File: src/rtl/clock_pkg.sv
// Shared types, limits and helpers for the clock set-mode controller.
package clock_pkg;

   typedef enum logic [1:0] {
      RUN,
      SET_HOUR,
      SET_MIN,
      SET_SEC
   } set_state_t;

   localparam int FIELD_W = 7;
   localparam int TIME_W  = 3 * FIELD_W;

   typedef logic [FIELD_W-1:0] field_t;

   localparam field_t MAX_HOUR = 7'd23;
   localparam field_t MAX_MIN  = 7'd59;
   localparam field_t MAX_SEC  = 7'd59;

   // One step up or down with wrap between 0 and max_val; used for both tick carry and edits.
   function automatic field_t wrap_step(input field_t val, input field_t max_val, input logic up);
      if (up)
         return (val >= max_val) ? '0 : val + field_t'(1);
      else
         return (val == '0) ? max_val : val - field_t'(1);
   endfunction

   // out_time packing: {hour, min, sec}, hour in the top field.
   function automatic logic [TIME_W-1:0] pack_time(input field_t hour_f, input field_t min_f,
                                                   input field_t sec_f);
      return {hour_f, min_f, sec_f};
   endfunction

endpackage

File: src/rtl/clock_set_controller_if.sv
// Button, tick and display-facing signals of the clock set-mode controller.
interface clock_set_controller_if;

   logic                         mode;
   logic                         set;
   logic                         op1;
   logic                         op2;
   logic                         tick;
   logic                         display_mode;
   logic [2:0]                   flash;
   logic [clock_pkg::TIME_W-1:0] out_time;
   logic                         set_active;

   modport master (
      output mode, set, op1, op2, tick,
      input  display_mode, flash, out_time, set_active
   );

   modport slave (
      input  mode, set, op1, op2, tick,
      output display_mode, flash, out_time, set_active
   );

endinterface

File: src/rtl/clock_set_controller_button_edge.sv
// Button synchronizer followed by a registered rising-edge detector.
module button_edge #(
   parameter int SYNC_STAGES = 2
) (
   input  logic clk,
   input  logic reset,
   input  logic din,
   output logic pulse
);

   logic [SYNC_STAGES-1:0] sync;
   logic                   prev;

   // Registered pulse: a level rising at edge N yields the event at edge N+SYNC_STAGES.
   always_ff @(posedge clk or negedge reset) begin
      if (!reset) begin
         sync  <= '0;
         prev  <= 1'b0;
         pulse <= 1'b0;
      end else begin
         sync  <= {sync[SYNC_STAGES-2:0], din};
         prev  <= sync[SYNC_STAGES-1];
         pulse <= sync[SYNC_STAGES-1] & ~prev;
      end
   end

endmodule

File: src/rtl/clock_set_controller.sv
// Timekeeping registers plus the set-mode FSM that edits hour/min/sec one field at a time.
//
//   state    | meaning
//   ---------+-----------------------------------------------
//   RUN      | time advances on tick, mode toggles 12/24h
//   SET_HOUR | time frozen, op1/op2 edit hour
//   SET_MIN  | time frozen, op1/op2 edit minute
//   SET_SEC  | time frozen, op1/op2 edit second
module clock_set_controller
   import clock_pkg::*;
#(
   parameter int SYNC_STAGES = 2
) (
   input logic                   clk,
   input logic                   reset,
   clock_set_controller_if.slave bus
);

   logic mode_ev, set_ev, op1_ev, op2_ev;

   button_edge #(.SYNC_STAGES(SYNC_STAGES)) u_mode (.clk(clk), .reset(reset), .din(bus.mode), .pulse(mode_ev));
   button_edge #(.SYNC_STAGES(SYNC_STAGES)) u_set  (.clk(clk), .reset(reset), .din(bus.set),  .pulse(set_ev));
   button_edge #(.SYNC_STAGES(SYNC_STAGES)) u_op1  (.clk(clk), .reset(reset), .din(bus.op1),  .pulse(op1_ev));
   button_edge #(.SYNC_STAGES(SYNC_STAGES)) u_op2  (.clk(clk), .reset(reset), .din(bus.op2),  .pulse(op2_ev));

   set_state_t state;
   field_t     hour_q, min_q, sec_q;
   logic       display_mode_q;
   logic [2:0] flash_q;
   logic       set_active_q;

   always_ff @(posedge clk or negedge reset) begin
      if (!reset) begin
         state          <= RUN;
         hour_q         <= '0;
         min_q          <= '0;
         sec_q          <= '0;
         display_mode_q <= 1'b0;
         flash_q        <= 3'b000;
         set_active_q   <= 1'b0;
      end else if (state == RUN) begin
         // Tick is applied even when a set event moves us out of RUN this cycle.
         if (bus.tick) begin
            sec_q <= wrap_step(sec_q, MAX_SEC, 1'b1);
            if (sec_q == MAX_SEC) begin
               min_q <= wrap_step(min_q, MAX_MIN, 1'b1);
               if (min_q == MAX_MIN)
                  hour_q <= wrap_step(hour_q, MAX_HOUR, 1'b1);
            end
         end
         if (mode_ev) begin
            display_mode_q <= ~display_mode_q;
         end else if (set_ev) begin
            state        <= SET_HOUR;
            flash_q      <= 3'b100;
            set_active_q <= 1'b1;
         end
      end else if (mode_ev) begin
         state        <= RUN;
         flash_q      <= 3'b000;
         set_active_q <= 1'b0;
      end else if (set_ev) begin
         case (state)
            SET_HOUR: begin
               state   <= SET_MIN;
               flash_q <= 3'b010;
            end
            SET_MIN: begin
               state   <= SET_SEC;
               flash_q <= 3'b001;
            end
            default: begin
               state        <= RUN;
               flash_q      <= 3'b000;
               set_active_q <= 1'b0;
            end
         endcase
      end else if (op1_ev ^ op2_ev) begin
         case (state)
            SET_HOUR: hour_q <= wrap_step(hour_q, MAX_HOUR, op1_ev);
            SET_MIN:  min_q  <= wrap_step(min_q, MAX_MIN, op1_ev);
            default:  sec_q  <= wrap_step(sec_q, MAX_SEC, op1_ev);
         endcase
      end
   end

   assign bus.out_time     = pack_time(hour_q, min_q, sec_q);
   assign bus.display_mode = display_mode_q;
   assign bus.flash        = flash_q;
   assign bus.set_active   = set_active_q;

endmodule

File: src/flat_wrapper.sv
// flat-port wrapper written by rule: the top's interface ports become plain ports
module clock_set_controller_flat import clock_pkg::*;
#(
   parameter int SYNC_STAGES = 2
)
  (clk, reset, bus_mode, bus_set, bus_op1, bus_op2, bus_tick, bus_display_mode, bus_flash, bus_out_time, bus_set_active);
  clock_set_controller_if bus_i ();
  input logic clk;
  input logic reset;
  input wire logic [$bits(bus_i.mode)-1:0] bus_mode;
  input wire logic [$bits(bus_i.set)-1:0] bus_set;
  input wire logic [$bits(bus_i.op1)-1:0] bus_op1;
  input wire logic [$bits(bus_i.op2)-1:0] bus_op2;
  input wire logic [$bits(bus_i.tick)-1:0] bus_tick;
  output wire logic [$bits(bus_i.display_mode)-1:0] bus_display_mode;
  output wire logic [$bits(bus_i.flash)-1:0] bus_flash;
  output wire logic [$bits(bus_i.out_time)-1:0] bus_out_time;
  output wire logic [$bits(bus_i.set_active)-1:0] bus_set_active;
  assign bus_i.mode = bus_mode;
  assign bus_i.set = bus_set;
  assign bus_i.op1 = bus_op1;
  assign bus_i.op2 = bus_op2;
  assign bus_i.tick = bus_tick;
  assign bus_display_mode = bus_i.display_mode;
  assign bus_flash = bus_i.flash;
  assign bus_out_time = bus_i.out_time;
  assign bus_set_active = bus_i.set_active;
  clock_set_controller #(.SYNC_STAGES(SYNC_STAGES)) u_core (.clk(clk), .reset(reset), .bus(bus_i));
endmodule
File: config.mk
export PLATFORM = sky130hd
export DESIGN_NAME = clock_set_controller_flat
export DESIGN_NICKNAME = d
export VERILOG_FILES = /design/src/rtl/clock_pkg.sv /design/src/rtl/clock_set_controller_if.sv /design/src/rtl/clock_set_controller_button_edge.sv /design/src/rtl/clock_set_controller.sv /design/src/flat_wrapper.sv
export SDC_FILE = /design/constraint.sdc
export NUM_CORES = 1
export LEC_CHECK = 0
export CORE_ASPECT_RATIO = 1.75
export CORE_MARGIN = 2
export CORE_UTILIZATION = 45
export CTS_CLUSTER_SIZE = 16
export DETAILED_ROUTE_END_ITERATION = 12
export PLACE_DENSITY_LB_ADDON = 0.1
export SETUP_SLACK_MARGIN = 0.3
export SKIP_LAST_GASP = 1
export SYNTH_ARGS = -nofsm -noshare
export SYNTH_HDL_FRONTEND = slang
export SYNTH_SLANG_ARGS = --single-unit
File: constraint.sdc
create_clock -name clk -period 2.07 [get_ports clk]
set_input_delay 0.207 -clock clk [delete_from_list [all_inputs] [get_ports clk]]
set_output_delay 0.207 -clock clk [all_outputs]
set_load 0.05 [all_outputs]
==> metrics, run 1 <==
DRT antenna net count=0; leading area contributor after synthesis=dfrtp_1; Initial Util=0.460; Crit. End Element=flop; Hold Vio Cnt, Final=0; top cells by area, synth=dfrtp_1, ha_1, o21ai_0, nand2_1, a21oi_1; number of H-tree levels=2; WHS Endpoint=u_core.u_op1.sync[0]; Fmax=around 0.58 GHz; CP Data Arrival Time=1.91 ns; R2R Setup Slk=roughly 0.35 ns; Power per Cell Area=about 1700 nW/µm²; nets@finish=about 350; ys async rst share=1.00; #FFs+latches synth=between 40 and 50; setup_tns=0 ns; clk slew on worst S/H paths=about 0.08 ns; Cells after Synth=between 200 and 300; first-pass iteration count of the detailed router=4; YS warnings=0; worst vdd ir=between 0.7 and 0.8 mV; largest family of logic cells by synthesized area=compound AO/OA/AOI/OAI gates; vias in the first global route=approximately 2k; layout cells sized above 1=0.232; RR Endpoint=u_core.hour_q[3]; Slew Viols, Final=0; Commonest cells post-synth=dfrtp_1, nand2_1, o21ai_0; final WL=6.10 mm; DP HPWL=between 4 and 5 mm; Syn Area/Cell=approximately 9.5 µm²; DR DRC count=0; Vias=2367; Global Route Usage Sum=0.185; total die area=6570 µm²; Post-Syn Area=between 2000 and 3000 µm²; Post-synth top flop=dfrtp_1; share of the core filled with cells=0.577; clk sinks=44; most frequent cell after synthesis=dfrtp_1; Setup CP Type=reg -> reg; Crit Path Max Fanout=7; fin crit period=roughly 1.7 ns; syn_nets=300; Root Buffer=clkbuf_8; Synth Area in Adders=0.0611; Unique masters post-synth=65; EDFF count, synth=0; Num CTS Buffers=5; CP required=~2.3 ns; simple-gate share of the synthesized area=0.181; clock latency on the worst-skew pair=~0.31 ns; Post-Synth XOR/XNOR Area=0.0132; Max-slew headroom=0.645; I/O Pins=33; Setup violations, final=0; hold wc startpoint=bus_op1; initial antenna violation count=0; n_diodes=0; worst-case reg-to-reg path depth=8; post-route non-filler standard cell count=approximately 400; worst-margin pin slew=~0.53 ns; Hold Crit Class=in -> reg; max_cap viols=0; post-synthesis compound-gate area fraction=0.255; Longest Clk Path Bufs=2; Core Rows=37; Initial DRC Count=between 100 and 150; Leak=~1.5 nW; total chip power=roughly 5.7 mW; register area share after synthesis=0.414; Tcrit/Tclk final=0.833; Core Area=5790 µm²; largest net degree at the start of global routing=25; Synth top area share=0.414; multiplexer area fraction after synthesis=0.00376; Max Clock Skew=~0.0085 ns; grt total ovfl=0; routed vias/inst=~5.8; R2R Path Start=u_core.state[0]; cell count after placement=around 380; cell count of the worst hold path=1; PortBufs=32; routed len/inst=15.0 µm; Layout Area Growth over Synthesis=25.5%; global-route wire length before repair=9.80 mm; CTS tree=yes; status=finished, final reports clean; Final GP Congestion=~0.83; Startpoint Class=flop; Die Ht=between 100 and 150 µm; unrepaired setup endpoints after global routing=yes; Die X-Extent=between 60 and 70 µm
-- worst max-delay path, stage by stage (launching register included) --
cell	delay, ns
dfrtp_1	0.41
inv_2	0.10
ha_4	0.17
and4bb_1	0.21
nand4_1	0.10
a21o_4	0.26
buf_6	0.14
o21ai_2	0.14
o31ai_2	0.07
-- flip-flops by register name, indices dropped and copies added (netlist names), 2 cells and up --
register,cells
u_core.bus.flash,3
u_core.u_set.sync,2
u_core.state,2
u_core.u_op2.sync,2
u_core.hour_q,7
u_core.u_mode.sync,2
u_core.min_q,7
u_core.u_op1.sync,2
u_core.sec_q,7
-- logic make-up after synthesis --
| logic type | Yosys count |
|---|---|
| mux | 1 |
| compound gates | 96 |
| xor+xnor | 4 |
| flops | 44 |
| fa+ha+maj | 13 |
| buf+inv | 32 |
| simple gates | 90 |
-- report_power, final --
part	switching [mW]	total (mW)	internal [mW]
combinational	2.17	3.56	1.39
clock	0.304	0.541	0.236
sequential	0.475	1.60	1.12
total	2.95	5.70	2.75
-- worst max path at each step --
| stage | depth (start not counted) | endpoint | start |
|---|---|---|---|
| detailed placement | 7 | u_core.hour_q[5] | u_core.state[0] |
| finish | 8 | u_core.hour_q[3] | u_core.state[0] |
| global placement | 7 | u_core.hour_q[5] | u_core.state[0] |
| floorplan | 7 | u_core.hour_q[5] | u_core.min_q[2] |
| global route | 9 | u_core.hour_q[1] | u_core.state[0] |
| CTS | 8 | u_core.min_q[6] | u_core.state[1] |
-- stage by stage --
stage / instance area, µm² / hold slack, ns / setup slack (ns)
3_3_place_gp: 3060 / 0.215 / 0.145
5_1_grt: 3340 / 0.338 / 0.280
4_1_cts: 3150 / 0.325 / 0.308
2_1_floorplan: 2700 / -0.0886 / 0.281
6_report: 3340 / 0.338 / 0.346
3_5_place_dp: 3060 / 0.217 / 0.0928
-- cells in the final DEF (no fill, tap or decap), drive strengths merged, types with 4 or more instances in the layout --
master	n
a21oi	20
a22o	4
a22oi	4
a31oi	9
and3	7
buf	24
clkbuf	6
clkdlybuf4s50	10
dfrtp	44
dlygate4sd2	21
ha	13
inv	15
nand2	24
nand3	11
nand4	4
nor2	19
nor2b	5
nor3	8
o21ai	25
o22ai	5
-- final cells by class --
type / instances / area, µm²
Fill cell: 527 / 2450
Multi-Input combinational cell: 205 / 1480
Sequential cell: 44 / 1110
Timing Repair Buffer: 56 / 503
Tap cell: 78 / 97.6
Clock buffer: 6 / 72.6
Inverter: 15 / 56.3
Clock inverter: 2 / 12.5
-- what timing repair did --
item,4_1_cts,5_1_grt
setup buffers,0,14
hold buffers,1,0
resized for setup,29,19
hold endpoints to repair,23,0
pin swaps,0,12
gates cloned,0,1
setup endpoints to repair,40,17
-- layer usage --
metal  part of all wire  vias to the layer above  wire length, µm  global-route usage
met5                  0                        -                0                   0
met4              0.027                        0              164              0.0984
met3              0.028                       13              173              0.0288
met2               0.52                       51             3150               0.314
met1               0.43                     1175             2610               0.225
li1                   -                     1128                -                   -
Note: power is estimated with default switching activity, not from simulation.
==> inputs of run 2 (changes only) <==
==> constraint.sdc (replaced) <==
create_clock -name clk -period 1.5 [get_ports clk]
set_input_delay 0.15 -clock clk [delete_from_list [all_inputs] [get_ports clk]]
set_output_delay 0.15 -clock clk [all_outputs]
set_load 0.05 [all_outputs]
==> run 2 against run 1 <==
Compared with the run above: the run now ends with setup timing left; total power rose by 86%; first-iteration DRC count up 28%; global-route usage grew 3.9 points; critical path depth increased by 1; final area grew 27%; critical path type unchanged.
==> metrics, run 2 (synthesis gave the netlist of run 1 again) <==
status=complete, but fails checks (was finished, final reports clean); failing checks=setup timing; clock latency on the worst-skew pair=0.31 ns (about the same); R2R Path Start=u_core.state[0] (unchanged); Buf/Inv on CP=3 (was 2); Crit. Startpoint=u_core.state[0] (unchanged); Hold Vio Cnt, Final=0 (unchanged); Max Clock Skew=0.0158 ns (was 0.00854 ns); Die Ht=106 µm (unchanged); Power per Cell Area=2490 nW/µm² (was 1710 nW/µm²); Critical Path Sink=u_core.hour_q[2] (was u_core.hour_q[3]); Multi-input gate area=1620 µm² (was 1480 µm²); worst vdd ir=1.31 mV (was 0.776 mV); I/O Pins=33 (unchanged); fin crit period=1.69 ns (was 1.72 ns); Vias=2589 (was 2367); Crit Path Max Fanout=6 (was 7); Leak=1.83 nW (was 1.46 nW); clk sinks=44 (unchanged); global-route wire length before repair=11.8 mm (was 9.80 mm); setup_tns=-2.67 ns (was 0 ns); CP required=1.70 ns (was 2.26 ns); PortBufs=32 (unchanged); first-pass iteration count of the detailed router=4 (unchanged); cell count after placement=436 (was 382); Worst Setup Slack post-DPL=-0.229 ns (was 0.0928 ns); initial antenna violation count=0 (unchanged); DP HPWL=5.33 mm (was 4.18 mm); worst-case reg-to-reg path depth=9 (was 8); commonest non-fill, non-tap cells in the layout=buf_4, buf_6, dfrtp_1 (was dfrtp_1, nand2_1, dlygate4sd2_1); Initial DRC Count=142 (was 111); Max-slew headroom=0.711 (was 0.645); placed inst area=3770 µm² (was 3060 µm²); Die X-Extent=62.1 µm (unchanged); DR DRC count=0 (unchanged); layout cells sized above 1=0.495 (was 0.232); Fillers=417 (was 527); n_diodes=0 (unchanged); grt total ovfl=0 (unchanged); routed len/inst=16.4 µm (was 15.0 µm); Global Route Usage Sum=0.224 (was 0.185); max_cap viols=0 (unchanged); vias in the first global route=2662 (was 2038); post-route non-filler standard cell count=460 (was 406); final WL=7.55 mm (was 6.10 mm); Tcrit/Tclk final=1.13 (was 0.833); DRT antenna net count=0 (unchanged); Slew Viols, Final=0 (unchanged); Setup violations, final=22 (was 0); register area=1140 µm² (was 1110 µm²); Startpoint Class=flop (unchanged); CP most frequent cell=buf_4; Top Registers=u_core.hour_q x7, u_core.min_q x7, u_core.sec_q x7 (unchanged); Num CTS Buffers=5 (unchanged); unrepaired setup endpoints after global routing=yes (unchanged); Layout Area Growth over Synthesis=59.8% (was 25.5%); routed vias/inst=5.63 (was 5.83); RR Endpoint=u_core.hour_q[2] (was u_core.hour_q[3]); fin area=4250 µm² (was 3340 µm²); most common cell after layout, fill and taps aside=buf_4 (was dfrtp_1); CTS tree=yes (unchanged); CP cell instances=inv_2 -> ha_4 -> nor2_2 -> buf_4 -> nor3_2 -> buf_4 -> a311oi_2 -> o21bai_1 -> o21a_1 (was inv_2 -> ha_4 -> and4bb_1 -> nand4_1 -> a21o_4 -> buf_6 -> o21ai_2 -> o31ai_2); CP Data Arrival Time=1.89 ns (was 1.91 ns); slowest stage delay, CP=0.37 ns (was 0.41 ns); largest net degree at the start of global routing=20 (was 25); number of H-tree levels=2 (unchanged); worst-margin pin slew=0.434 ns (was 0.532 ns); total chip power=10.6 mW (was 5.70 mW); Final GP Congestion=0.873 (was 0.829); Fmax=0.591 GHz (was 0.580 GHz); hold wc startpoint=bus_op2 (was bus_op1); total die area=6570 µm² (unchanged); clk slew on worst S/H paths=0.09 ns (was 0.08 ns); Setup CP Type=reg -> reg (unchanged); Hold Crit Class=in -> reg (unchanged); R2R Setup Slk=-0.19 ns (was 0.35 ns); crit-path leading delay family=compound AO/OA/AOI/OAI gates (unchanged); CP max stage cell=dfrtp_1 (unchanged); Crit. End Element=flop (unchanged); Initial Util=0.460 (unchanged); Core Rows=37 (unchanged); post-route setup slack=-0.192 ns (was 0.346 ns); Root Buffer=clkbuf_8 (unchanged); Worst path depth=9 (was 8); nets@finish=401 (was 347); Longest Clk Path Bufs=2 (unchanged); Core Area=5790 µm² (unchanged)
-- run 2: worst min-delay path by stage --
stage | to | slack (ns) | cells past startpoint
after floorplan | u_core.bus.display_mode | -0.15 | 0
after global placement | u_core.u_mode.sync[0] | 0.11 | 1
after detailed placement | u_core.u_mode.sync[0] | 0.11 | 1
after CTS | u_core.u_op2.sync[0] | 0.26 | 1
after global routing | u_core.u_op1.sync[0] | 0.27 | 1
final | u_core.u_op2.sync[0] | 0.27 | 1
-- run 2: final cells by class --
cell class / instances / share of cell area
Multi-Input combinational cell: 205 / 0.381
Sequential cell: 44 / 0.267
Clock buffer: 6 / 0.0171
Clock inverter: 2 / 0.00294
Timing Repair Buffer: 110 / 0.295
Tap cell: 78 / 0.0230
Inverter: 15 / 0.0144
-- run 2: per-layer routing --
layer	wire, µm	GRT usage	vias to the layer above	share of wire
met5	0	0	-	0
met4	189	0.111	0	0.025
met3	244	0.0363	19	0.032
met2	4320	0.427	68	0.57
met1	2790	0.233	1269	0.37
li1	-	-	1233	-
-- run 2: report_power, final --
group          total, mW  internal, mW  leakage [nW]  switching (mW)
Sequential          2.11          1.60         0.520           0.508
Clock              0.741         0.326        0.0412           0.415
Combinational       7.75          3.82          1.26            3.92
Total               10.6          5.75          1.83            4.85
-- run 2: what timing repair did --
action                     CTS  global route
hold buffers                 1             0
cloned                       0             1
setup endpoints to repair   40            44
gates resized for setup     37            37
buffers inserted             8             6
pin swaps                   10            16
hold endpoints to repair    15             0
-- run 2: per-stage QoR --
stage / hold WS [ns] / util
floorplan: -0.146 / -
global placement: 0.114 / 0.651
detailed placement: 0.112 / 0.651
CTS: 0.263 / 0.702
global route: 0.272 / 0.735
finish: 0.268 / 0.735
==> inputs of run 3 (changes only) <==
--- a/config.mk
+++ b/config.mk
@@ -6,7 +6,7 @@
 export NUM_CORES = 1
 export LEC_CHECK = 0
 export CORE_ASPECT_RATIO = 1.75
-export CORE_MARGIN = 2
+export CORE_MARGIN = 1
 export CORE_UTILIZATION = 45
 export CTS_CLUSTER_SIZE = 16
 export DETAILED_ROUTE_END_ITERATION = 12
==> run 3 against run 2 <==
Compared with the run above: the run still ends with setup timing left; setup slack got worse by 0.058 ns; highest routed layer unchanged; clock power up 27%; die area decreased by 5.1%.
==> metrics, run 3 (synthesis gave the netlist of run 1 again) <==
status=complete, but fails checks (unchanged); failing checks=setup timing (unchanged); Initial Util=0.472 (was 0.460); grt total ovfl=0 (unchanged); Num CTS Buffers=5 (unchanged); Buf/Inv on CP=2 (was 3); global-route wire length before repair=12.5 mm (was 11.8 mm); CP max stage cell=dfrtp_1 (unchanged); routed len/inst=16.7 µm (was 16.4 µm); PortBufs=32 (unchanged); Layout Area Growth over Synthesis=64.4% (was 59.8%); CTS tree=yes (unchanged); unrepaired setup endpoints after global routing=yes (unchanged); vias in the first global route=2652 (was 2662); first-pass iteration count of the detailed router=4 (unchanged); Die X-Extent=60.1 µm (was 62.1 µm); Crit. End Element=flop (unchanged); CP required=1.70 ns (about the same); post-route non-filler standard cell count=476 (was 460); fin crit period=1.75 ns (was 1.69 ns); Die Ht=104 µm (was 106 µm); commonest non-fill, non-tap cells in the layout=buf_4, buf_6, dfrtp_1 (unchanged); Crit Path Max Fanout=7 (was 6); Leak=1.90 nW (was 1.83 nW); clk slew on worst S/H paths=0.09 ns (about the same); Core Rows=36 (was 37); Power per Cell Area=2530 nW/µm² (was 2490 nW/µm²); layout cells sized above 1=0.518 (was 0.495); Longest Clk Path Bufs=2 (unchanged); most common cell after layout, fill and taps aside=buf_4 (unchanged); Setup violations, final=27 (was 22); number of H-tree levels=2 (unchanged); Final GP Congestion=0.847 (was 0.873); Root Buffer=clkbuf_8 (unchanged); Max Clock Skew=0.00517 ns (was 0.0158 ns); worst-margin pin slew=0.454 ns (was 0.434 ns); cell count after placement=446 (was 436); worst vdd ir=1.52 mV (was 1.31 mV); max_cap viols=0 (unchanged); DRT antenna net count=0 (unchanged); final WL=7.95 mm (was 7.55 mm); Core Area=5630 µm² (was 5790 µm²); Max-slew headroom=0.698 (was 0.711); Startpoint Class=flop (unchanged); nets@finish=419 (was 401); Hold Crit Class=in -> reg (unchanged); CP Data Arrival Time=1.95 ns (was 1.89 ns); Fillers=375 (was 417); DR DRC count=0 (unchanged); largest net degree at the start of global routing=30 (was 20); Top Registers=u_core.hour_q x7, u_core.min_q x7, u_core.sec_q x7 (unchanged); Vias=2745 (was 2589); Tcrit/Tclk final=1.17 (was 1.13); slowest stage delay, CP=0.39 ns (was 0.37 ns); Global Route Usage Sum=0.258 (was 0.224); initial antenna violation count=0 (unchanged); total die area=6240 µm² (was 6570 µm²); routed vias/inst=5.77 (was 5.63); DP HPWL=5.34 mm (was 5.33 mm); Slew Viols, Final=0 (unchanged); Fmax=0.572 GHz (was 0.591 GHz); Setup CP Type=reg -> reg (unchanged); I/O Pins=33 (unchanged); clock latency on the worst-skew pair=0.30 ns (was 0.31 ns); CP cell instances=inv_2 -> ha_4 -> nor3_2 -> a22oi_2 -> nor2_2 -> buf_6 -> o221a_1 -> a21oi_2 (was inv_2 -> ha_4 -> nor2_2 -> buf_4 -> nor3_2 -> buf_4 -> a311oi_2 -> o21bai_1 -> o21a_1); Initial DRC Count=151 (was 142); crit-path leading delay family=compound AO/OA/AOI/OAI gates (unchanged); clk sinks=44 (unchanged); Worst Setup Slack post-DPL=-0.225 ns (was -0.229 ns); Hold Vio Cnt, Final=0 (unchanged); n_diodes=0 (unchanged); post-route setup slack=-0.250 ns (was -0.192 ns)
run 3: final timing paths:
| check | start | endpoint | slack (ns) | cells past startpoint |
|---|---|---|---|---|
| min in group asynchronous | reset | u_core.sec_q[3] | 0.31 | 2 |
| min | bus_op1 | u_core.u_op1.sync[0] | 0.28 | 1 |
| max | u_core.state[0] | u_core.sec_q[2] | -0.25 | 8 |
| max reg2reg | u_core.state[0] | u_core.sec_q[2] | -0.25 | 8 |
| max in group asynchronous | reset | u_core.hour_q[2] | 0.68 | 3 |
| min reg2reg | u_core.u_op1.sync[0] | u_core.u_op1.sync[1] | 0.36 | 0 |
run 3: report_power, final:
part           internal, mW  switching, mW  leakage [nW]
clock network         0.502          0.440        0.0583
registers              1.60          0.464         0.520
logic                  3.94           4.11          1.32
run 3: worst register-to-register path: stages (launching register included):
cell and delay (ns):
dfrtp_1 0.39, inv_2 0.06, ha_4 0.18, nor3_2 0.20, a22oi_2 0.16, nor2_2 0.21, buf_6 0.17, o221a_1 0.22
a21oi_2 0.06
run 3: area by class of cell:
cell class | count | area [µm²] | area share
multi-input combinational | 205 | 1630 | 0.372
timing repair buffer | 128 | 1340 | 0.305
sequential | 44 | 1140 | 0.260
tap | 76 | 95.1 | 0.0217
clock buffer | 5 | 68.8 | 0.0157
inverter | 15 | 63.8 | 0.0146
clock inverter | 3 | 47.5 | 0.0109
run 3: what timing repair did:
| item | 4_1_cts | 5_1_grt |
|---|---|---|
| pin swaps | 13 | 8 |
| cloned | 1 | 2 |
| gates resized for setup | 37 | 31 |
| hold endpoints to repair | 15 | 0 |
| hold buffers | 1 | 0 |
| endpoints found under the setup margin | 36 | 46 |
| setup buffers | 13 | 5 |
run 3: through the flow:
step / area [µm²] / setup TNS [ns] / power, mW / util / hold WS [ns]
final: 4370 / -4.81 / 11.1 / 0.777 / 0.283
after global routing: 4370 / -6.71 / 11.7 / 0.777 / 0.284
after detailed placement: 3840 / -3.19 / 8.91 / 0.682 / 0.112
after global placement: 3840 / -2.37 / 8.81 / 0.682 / 0.111
after CTS: 4210 / -3.21 / 10.5 / 0.748 / 0.283
after floorplan: 2830 / -2.28 / 5.98 / - / -0.146
run 3: metal layers:
layer  part of all wire  vias up  GRT usage  routed length (µm)
li1                   -     1269          -                   -
met1               0.37     1352      0.296                2930
met2               0.56       98      0.465                4470
met3              0.045       26     0.0362                 354
met4              0.025        0     0.0847                 199
met5                  0        -          0                   0
